### src/rtl/instr_loader_if.sv
// Byte-stream input and instruction-memory write bus for the instruction loader.
// The master side feeds bytes and watches writes; the slave side is the loader.
interface instr_loader_if;
  logic [7:0]  byte_in;
  logic        byte_valid;
  logic        byte_ready;
  logic        imem_we;
  logic [31:0] imem_addr;
  logic [31:0] imem_wdata;

  modport master (
    output byte_in, byte_valid,
    input  byte_ready, imem_we, imem_addr, imem_wdata
  );

  modport slave (
    input  byte_in, byte_valid,
    output byte_ready, imem_we, imem_addr, imem_wdata
  );
endinterface

### src/rtl/instr_loader.sv
// Boot loader: receives a length-prefixed big-endian word stream and writes it
// into instruction memory, holding the CPU until a load completes.
module instr_loader #(
  parameter logic [31:0] BASE_ADDR = 32'h0000_0000,
  parameter int unsigned MAX_WORDS = 256
) (
  input  logic          clk,
  input  logic          rst_n,
  input  logic          start,
  instr_loader_if.slave bus,
  output logic          cpu_hold,
  output logic          done,
  output logic          error
);

  typedef enum logic [2:0] {
    IDLE, LEN_HI, LEN_LO, DATA, WRITE, DONE, ERR
  } state_t;

  state_t      state_q, state_d;
  logic [15:0] nwords_q, nwords_d;
  logic [15:0] idx_q, idx_d;
  logic [1:0]  cnt_q, cnt_d;
  logic [23:0] asm_q, asm_d;
  logic [31:0] addr_q, addr_d;
  logic [31:0] wdata_q, wdata_d;

  logic        ready;
  logic        accept;
  logic [15:0] len_full;

  always_ff @(posedge clk or negedge rst_n) begin
    if (!rst_n) begin
      state_q  <= IDLE;
      nwords_q <= '0;
      idx_q    <= '0;
      cnt_q    <= '0;
      asm_q    <= '0;
      addr_q   <= '0;
      wdata_q  <= '0;
    end else begin
      state_q  <= state_d;
      nwords_q <= nwords_d;
      idx_q    <= idx_d;
      cnt_q    <= cnt_d;
      asm_q    <= asm_d;
      addr_q   <= addr_d;
      wdata_q  <= wdata_d;
    end
  end

  // Ready is a pure function of state, so no combinational path from valid.
  assign ready    = (state_q == LEN_HI) || (state_q == LEN_LO) || (state_q == DATA);
  assign accept   = ready && bus.byte_valid;
  assign len_full = {nwords_q[15:8], bus.byte_in};

  always_comb begin
    state_d  = state_q;
    nwords_d = nwords_q;
    idx_d    = idx_q;
    cnt_d    = cnt_q;
    asm_d    = asm_q;
    addr_d   = addr_q;
    wdata_d  = wdata_q;

    case (state_q)
      IDLE, DONE, ERR: begin
        if (start) state_d = LEN_HI;
      end
      LEN_HI: begin
        if (accept) begin
          nwords_d = {bus.byte_in, 8'h00};
          state_d  = LEN_LO;
        end
      end
      LEN_LO: begin
        if (accept) begin
          nwords_d = len_full;
          if (len_full == 16'd0) begin
            state_d = DONE;
          end else if (32'(len_full) > MAX_WORDS) begin
            state_d = ERR;
          end else begin
            state_d = DATA;
            idx_d   = '0;
            cnt_d   = '0;
          end
        end
      end
      DATA: begin
        if (accept) begin
          asm_d = {asm_q[15:0], bus.byte_in};
          cnt_d = cnt_q + 2'd1;
          // Address and word are latched here so they hold after WRITE.
          if (cnt_q == 2'd3) begin
            wdata_d = {asm_q, bus.byte_in};
            addr_d  = BASE_ADDR + {14'd0, idx_q, 2'b00};
            state_d = WRITE;
          end
        end
      end
      WRITE: begin
        if (idx_q == nwords_q - 16'd1) begin
          state_d = DONE;
        end else begin
          idx_d   = idx_q + 16'd1;
          state_d = DATA;
        end
      end
      default: state_d = IDLE;
    endcase
  end

  assign bus.byte_ready = ready;
  assign bus.imem_we    = (state_q == WRITE);
  assign bus.imem_addr  = addr_q;
  assign bus.imem_wdata = wdata_q;
  assign cpu_hold       = (state_q != DONE);
  assign done           = (state_q == DONE);
  assign error          = (state_q == ERR);

endmodule

### src/flat_wrapper.sv
// flat-port wrapper written by rule: the top's interface ports become plain ports
module instr_loader_flat 
#(
  parameter logic [31:0] BASE_ADDR = 32'h0000_0000,
  parameter int unsigned MAX_WORDS = 256
)
  (clk, rst_n, start, cpu_hold, done, error, bus_byte_in, bus_byte_valid, bus_byte_ready, bus_imem_we, bus_imem_addr, bus_imem_wdata);
  instr_loader_if bus_i ();
  input  logic clk;
  input  logic rst_n;
  input  logic start;
  output logic cpu_hold;
  output logic done;
  output logic error;
  input wire logic [$bits(bus_i.byte_in)-1:0] bus_byte_in;
  input wire logic [$bits(bus_i.byte_valid)-1:0] bus_byte_valid;
  output wire logic [$bits(bus_i.byte_ready)-1:0] bus_byte_ready;
  output wire logic [$bits(bus_i.imem_we)-1:0] bus_imem_we;
  output wire logic [$bits(bus_i.imem_addr)-1:0] bus_imem_addr;
  output wire logic [$bits(bus_i.imem_wdata)-1:0] bus_imem_wdata;
  assign bus_i.byte_in = bus_byte_in;
  assign bus_i.byte_valid = bus_byte_valid;
  assign bus_byte_ready = bus_i.byte_ready;
  assign bus_imem_we = bus_i.imem_we;
  assign bus_imem_addr = bus_i.imem_addr;
  assign bus_imem_wdata = bus_i.imem_wdata;
  instr_loader #(.BASE_ADDR(BASE_ADDR), .MAX_WORDS(MAX_WORDS)) u_core (.clk(clk), .rst_n(rst_n), .start(start), .bus(bus_i), .cpu_hold(cpu_hold), .done(done), .error(error));
endmodule
### config.mk
export PLATFORM = sky130hd
export DESIGN_NAME = instr_loader_flat
export DESIGN_NICKNAME = d
export VERILOG_FILES = /design/src/rtl/instr_loader_if.sv /design/src/rtl/instr_loader.sv /design/src/flat_wrapper.sv
export SDC_FILE = /design/constraint.sdc
export NUM_CORES = 1
export LEC_CHECK = 0
export BUFFER_PORTS_ARGS = -buffer_cell sky130_fd_sc_hd__buf_2
export CAP_MARGIN = 20
export CORE_ASPECT_RATIO = 1.75
export CORE_MARGIN = 5
export CORE_UTILIZATION = 29
export DETAILED_ROUTE_END_ITERATION = 6
export PLACE_DENSITY = 0.49
export SLEW_MARGIN = 25
export SYNTH_ARGS = -nofsm -noshare
export SYNTH_HDL_FRONTEND = slang
export SYNTH_SLANG_ARGS = --single-unit
### constraint.sdc
create_clock -name clk -period 4.6 [get_ports clk]
set_input_delay 0.69 -clock clk [delete_from_list [all_inputs] [get_ports clk]]
set_output_delay 0.69 -clock clk [all_outputs]
set_load 0.03 [all_outputs]
After elaboration in Yosys (flattened, before gate mapping)
Cells that the tools add are included.
- register bits: 109
- latch bits: 0
- RAM bits: 0
- ROM bits: 0
- output and inout bits: 69
- logic and storage cells: 68
- memories: 0
- add/subtract/negate cells: 3
- multiply operators: 0
- div/mod/pow operators: 0
- magnitude comparators: 1
- equal/unequal tests: 17
- shift operators: 0
- multiplexer cells: 22
- bitwise operators: 1
- reduce and logical (&&, ||, !) cells: 16
- operator list (cell ; number):
    $mux 16 ; 5
    $pmux 16 s2 ; 2
    $mux 3 ; 8
    $add 16x1->16 const B ; 1
    $eq 16x16->1 ; 1
    $gt 16x9->1 const B ; 1
    $logic_not 16->1 ; 1
    $sub 16x1->16 const B ; 1
    $pmux 3 s5 ; 1
    $reduce_and 5->1 ; 3
    $ne 2x2->1 const B ; 5
    $eq 3x3->1 const B ; 3
    $reduce_and 3->1 ; 3
    $mux 2 ; 4
    $mux 8 ; 1
    $eq 3x2->1 const B ; 2
    $ne 2x1->1 const B ; 3
    $reduce_bool 2->1 ; 3
    $pmux 2 s2 ; 1
    $eq 3x1->1 const B ; 1
    $logic_not 3->1 ; 1
    $ne 3x3->1 const B ; 1
    $reduce_or 3->1 ; 1
    $add 2x1->2 const B ; 1
    5 further kinds ; 6

Longest topological paths before layout
- word-level depth: 6
- gate-level depth with buffers: 13
- depth with buffers taken out: 9

Least setup slack after synthesis
OpenSTA, ideal clock, no wires.
- kind: flip-flop to flip-flop
- start: register u_core.nwords_q[0]
- end: register u_core.state_q[1]
- setup time: 140 ps
- arrival: 2874 ps
- required time: 4460 ps
- setup slack: 1585 ps
- stages on the path, launching flop included: 13
- cell sequence: dfrtp_1 > clkbuf_1 > inv_1 > ha_1 > buf_2 > or3b_2 > or3_1 > a21o_1 > a211o_1 > nor4b_4 > buf_4 > or2b_1 > o221ai_1
- word-level cells in the longest chain between the ends: 4
- ends and longest elaborated chain (what ; RTL line ; source):
    from (decl) ; instr_loader.sv:21 ; logic [15:0] nwords_q, nwords_d;
    from (signal assigned) ; instr_loader.sv:43 ; nwords_q <= nwords_d;
    $sub 16x1->16 ; instr_loader.sv:103 ; if (idx_q == nwords_q - 16'd1) begin
    $eq 16x16->1 ; instr_loader.sv:103 ;
    $mux 3 ; instr_loader.sv:103 ;
    $pmux 3 s5 ; instr_loader.sv:66 ; case (state_q)
    to (signal assigned) ; instr_loader.sv:42 ; state_q <= state_d;
    to (decl) ; instr_loader.sv:20 ; state_t state_q, state_d;
No other way between the ends.
A chain may end at the register's enable or synchronous reset.

Final worst setup path
Ends and elaborated chain as after synthesis.

==> qor.csv <==
stage,metric,value,unit
run_status,status,"complete, no violations",
synthesis,synth_edf_count,0,
final_layout,post-route-util,0.339,
clocking,postCtsSetupBuffers,0,
clocking,cts_resized,0,
clocking,clk_pin_slew_worst_paths,0.08,ns
grt,grt_max_degree,68,
final_layout,syn2layout_area_growth,15.3,%
sta,min_period,3.32,ns
worst_setup_path,critPathKind,flip-flop to flip-flop,
grt,overflow,0,
placement,placed_area,5770,um^2
final_layout,final_cell_area,6110,um^2
sta,slew_violations,0,
floorplan,die_y,189,um
synthesis,ys_ff_latch,109,
final_layout,drive_gt1_frac,0.265,
grt,grt.total_usage,0.126,
final_layout,most-common-layout-cells,"dfrtp_1 (109), nand2_1 (88), buf_2 (63)",
sta,achievable-frequency,0.301,GHz
clocking,ctsHoldBuffers,0,
floorplan,die_w,112,um
pwr,power_leakage,2.99,nW
floorplan,rows,65,
synthesis,synth_top_area_cell,dfrtp_1,
synthesis,synth_top_cells_by_area,"dfrtp_1 (51%), mux2_2 (12%), nand2_1 (6.3%)",
floorplan,ios,81,
worst_setup_path,arrival,3.54,ns
placement,dp_slack,1.31,ns
synthesis,yosysTopAreaCellShare,0.515,
pwr,vdd_ir_drop_max,318,uV
synthesis,synth_cells,508,
clocking,cts.path.max_buffers,2,
min_path,hold_class,input port to asynchronous set/reset pin,
synthesis,syn_area,5300,um^2
synthesis,ys_seq_area_frac,0.515,
sta,fin_ws,1.28,ns
clocking,cts_tree,done,
floorplan,start_util,0.294,
clocking,root_buffer,clkbuf_16,
final_layout,final_common_cell,dfrtp_1,
route,first_iter_violations,151,
sta,finalSetupTns,0,ns
synthesis,syn-mean-instance-area,10.4,um^2
placement,io_buffers,64,
route,wirelength,13.1,mm
clocking,clock_latency,0.35,ns
final_layout,multi_input_area,2330,um^2
sta,rsz0062_at_grt,false,
run,maxCapViolations,0,
synthesis,ys.flop_type,dfrtp_1,
worst_setup_path,cp.required,4.82,ns
sta,relSlewSlack,0.334,
clocking,cts-buffers-inserted,9,
sta,worstMarginPinSlew,0.999,ns
route,viasPerCell,4.93,
worst_setup_path,worstSetupEndpointType,flip-flop,
sta,skew,0.0127,ns
route,via_count,3936,
sta,min_period_over_period,0.722,
grt,antenna_found_initial,0,
placement,routabilityCongestion,0.852,
final_layout,nNetsFinal,575,
synthesis,synth-warning-count,0,
clocking,h-tree-depth,3,
pwr,powerDensity,689,nW/um^2
worst_setup_path,reg2reg_depth,10,
route,drcViolationCount,0,
route,drt-pass1-iter-count,4,
placement,hpwlAfterDp,9.49,mm
final_layout,final-seq-area,2730,um^2
synthesis,ys_types,57,
synthesis,async_flop_share,1.00,
floorplan,dieArea,21200,um^2
route,ant_nets,0,
final_layout,nFillCells,1866,
final_layout,n_antenna_cell,0,
grt,grt_pass1_wl,21.6,mm
clocking,cts_sinks,109,
sta,finalSetupViolCount,0,
grt,grt_pass1_vias,3973,
floorplan,core,18100,um^2
worst_setup_path,startpoint_type,flip-flop,
sta,hold_violations,0,
worst_setup_path,worstPathMaxFanout,30,
route,wl_per_cell,16.4,um
[worst max-delay path: stages (launching register included)]
cell,delay [ns]
dfrtp_1,0.46
inv_1,0.10
ha_1,0.34
or3b_2,0.54
or3_1,0.36
a21o_1,0.16
a211o_1,0.32
nor4b_4,0.22
buf_4,0.33
or2b_1,0.24
o221ai_1,0.13
[stage by stage]
stage | total power, mW | hold WS [ns] | std cells
after global routing | 4.50 | 0.514 | 799
after detailed placement | 3.38 | 0.464 | 783
after global placement | 3.33 | 0.457 | 783
after floorplan | 2.89 | 0.394 | 523
after CTS | 4.26 | 0.483 | 799
final | 4.21 | 0.446 | 799
[final timing paths]
path	from	endpoint	slack, ns
max	u_core.nwords_q[0]$_DFFE_PN0P_	u_core.state_q[1]$_DFFE_PN0P_	1.28
min	rst_n	u_core.bus.imem_addr[3]$_DFFE_PN0P_	0.45
max reg2reg	u_core.nwords_q[0]$_DFFE_PN0P_	u_core.state_q[1]$_DFFE_PN0P_	1.28
min reg2reg	u_core.asm_q[17]$_DFFE_PN0P_	u_core.asm_q[17]$_DFFE_PN0P_	0.47
max in group asynchronous	rst_n	u_core.bus.imem_wdata[27]$_DFFE_PN0P_	3.05
min in group clk	u_core.asm_q[17]$_DFFE_PN0P_	u_core.asm_q[17]$_DFFE_PN0P_	0.47
[kinds of logic after synthesis]
logic type / Yosys count / synth area share
AO/OA/AOI/OAI: 76 / 0.0954
other: 1 / 0.000708
adder cells (fa/ha/maj): 3 / 0.00708
XOR/XNOR: 18 / 0.0297
buffers and inverters: 59 / 0.0571
multiplexers: 57 / 0.121
AND/OR/NAND/NOR: 185 / 0.175
flip-flops: 109 / 0.515
[per-layer routing]
| layer | track usage | vias up | part of all wire |
|---|---|---|---|
| li1 | - | 1854 | - |
| met1 | 0.152 | 1942 | 0.41 |
| met2 | 0.219 | 115 | 0.52 |
| met3 | 0.0212 | 25 | 0.037 |
| met4 | 0.0532 | 0 | 0.032 |
| met5 | 0 | - | 0 |
[registers in the layout, summed over array words and instances (netlist names)]
name,count
u_core.bus.imem_addr,16
u_core.idx_q,16
u_core.nwords_q,16
u_core.asm_q,24
u_core.state_q,3
u_core.cnt_q,2
u_core.bus.imem_wdata,32
[where the power goes]
part	total, mW	leakage [nW]	internal [mW]	switching (mW)
registers	1.70	1.45	1.32	0.387
clock network	0.865	0.157	0.498	0.367
logic	1.65	1.38	0.655	0.990
total	4.21	2.99	2.47	1.74
[layout make-up]
| type | count | area share |
|---|---|---|
| clock buffers | 10 | 0.0391 |
| clock inverters | 6 | 0.0156 |
| inverters | 15 | 0.00921 |
| multi-input cells | 355 | 0.382 |
| flip-flops and latches | 109 | 0.446 |
| well taps | 234 | 0.0479 |
| repair buffers | 70 | 0.0602 |
[Yosys cell counts (3+ instances only)]
| cell | number |
|---|---|
| nand2_1 | 89 |
| o21ai_0 | 17 |
| or3_1 | 3 |
| o31ai_1 | 9 |
| mux2_2 | 55 |
| nand4_1 | 5 |
| dfrtp_1 | 109 |
| or4_1 | 12 |
| nor2_1 | 18 |
| a211oi_1 | 3 |
| xor2_1 | 9 |
| nand2b_1 | 5 |
| inv_1 | 15 |
| o31a_1 | 3 |
| nor2b_1 | 3 |
| nor4_1 | 8 |
| buf_4 | 17 |
| nor3_1 | 5 |
| xnor2_1 | 9 |
| clkbuf_1 | 22 |
| nand3_1 | 18 |
| o211ai_1 | 4 |
| ha_1 | 3 |
| a21oi_1 | 15 |
| and3_1 | 4 |
| o41ai_1 | 3 |
(Power assumes the default switching activity.)
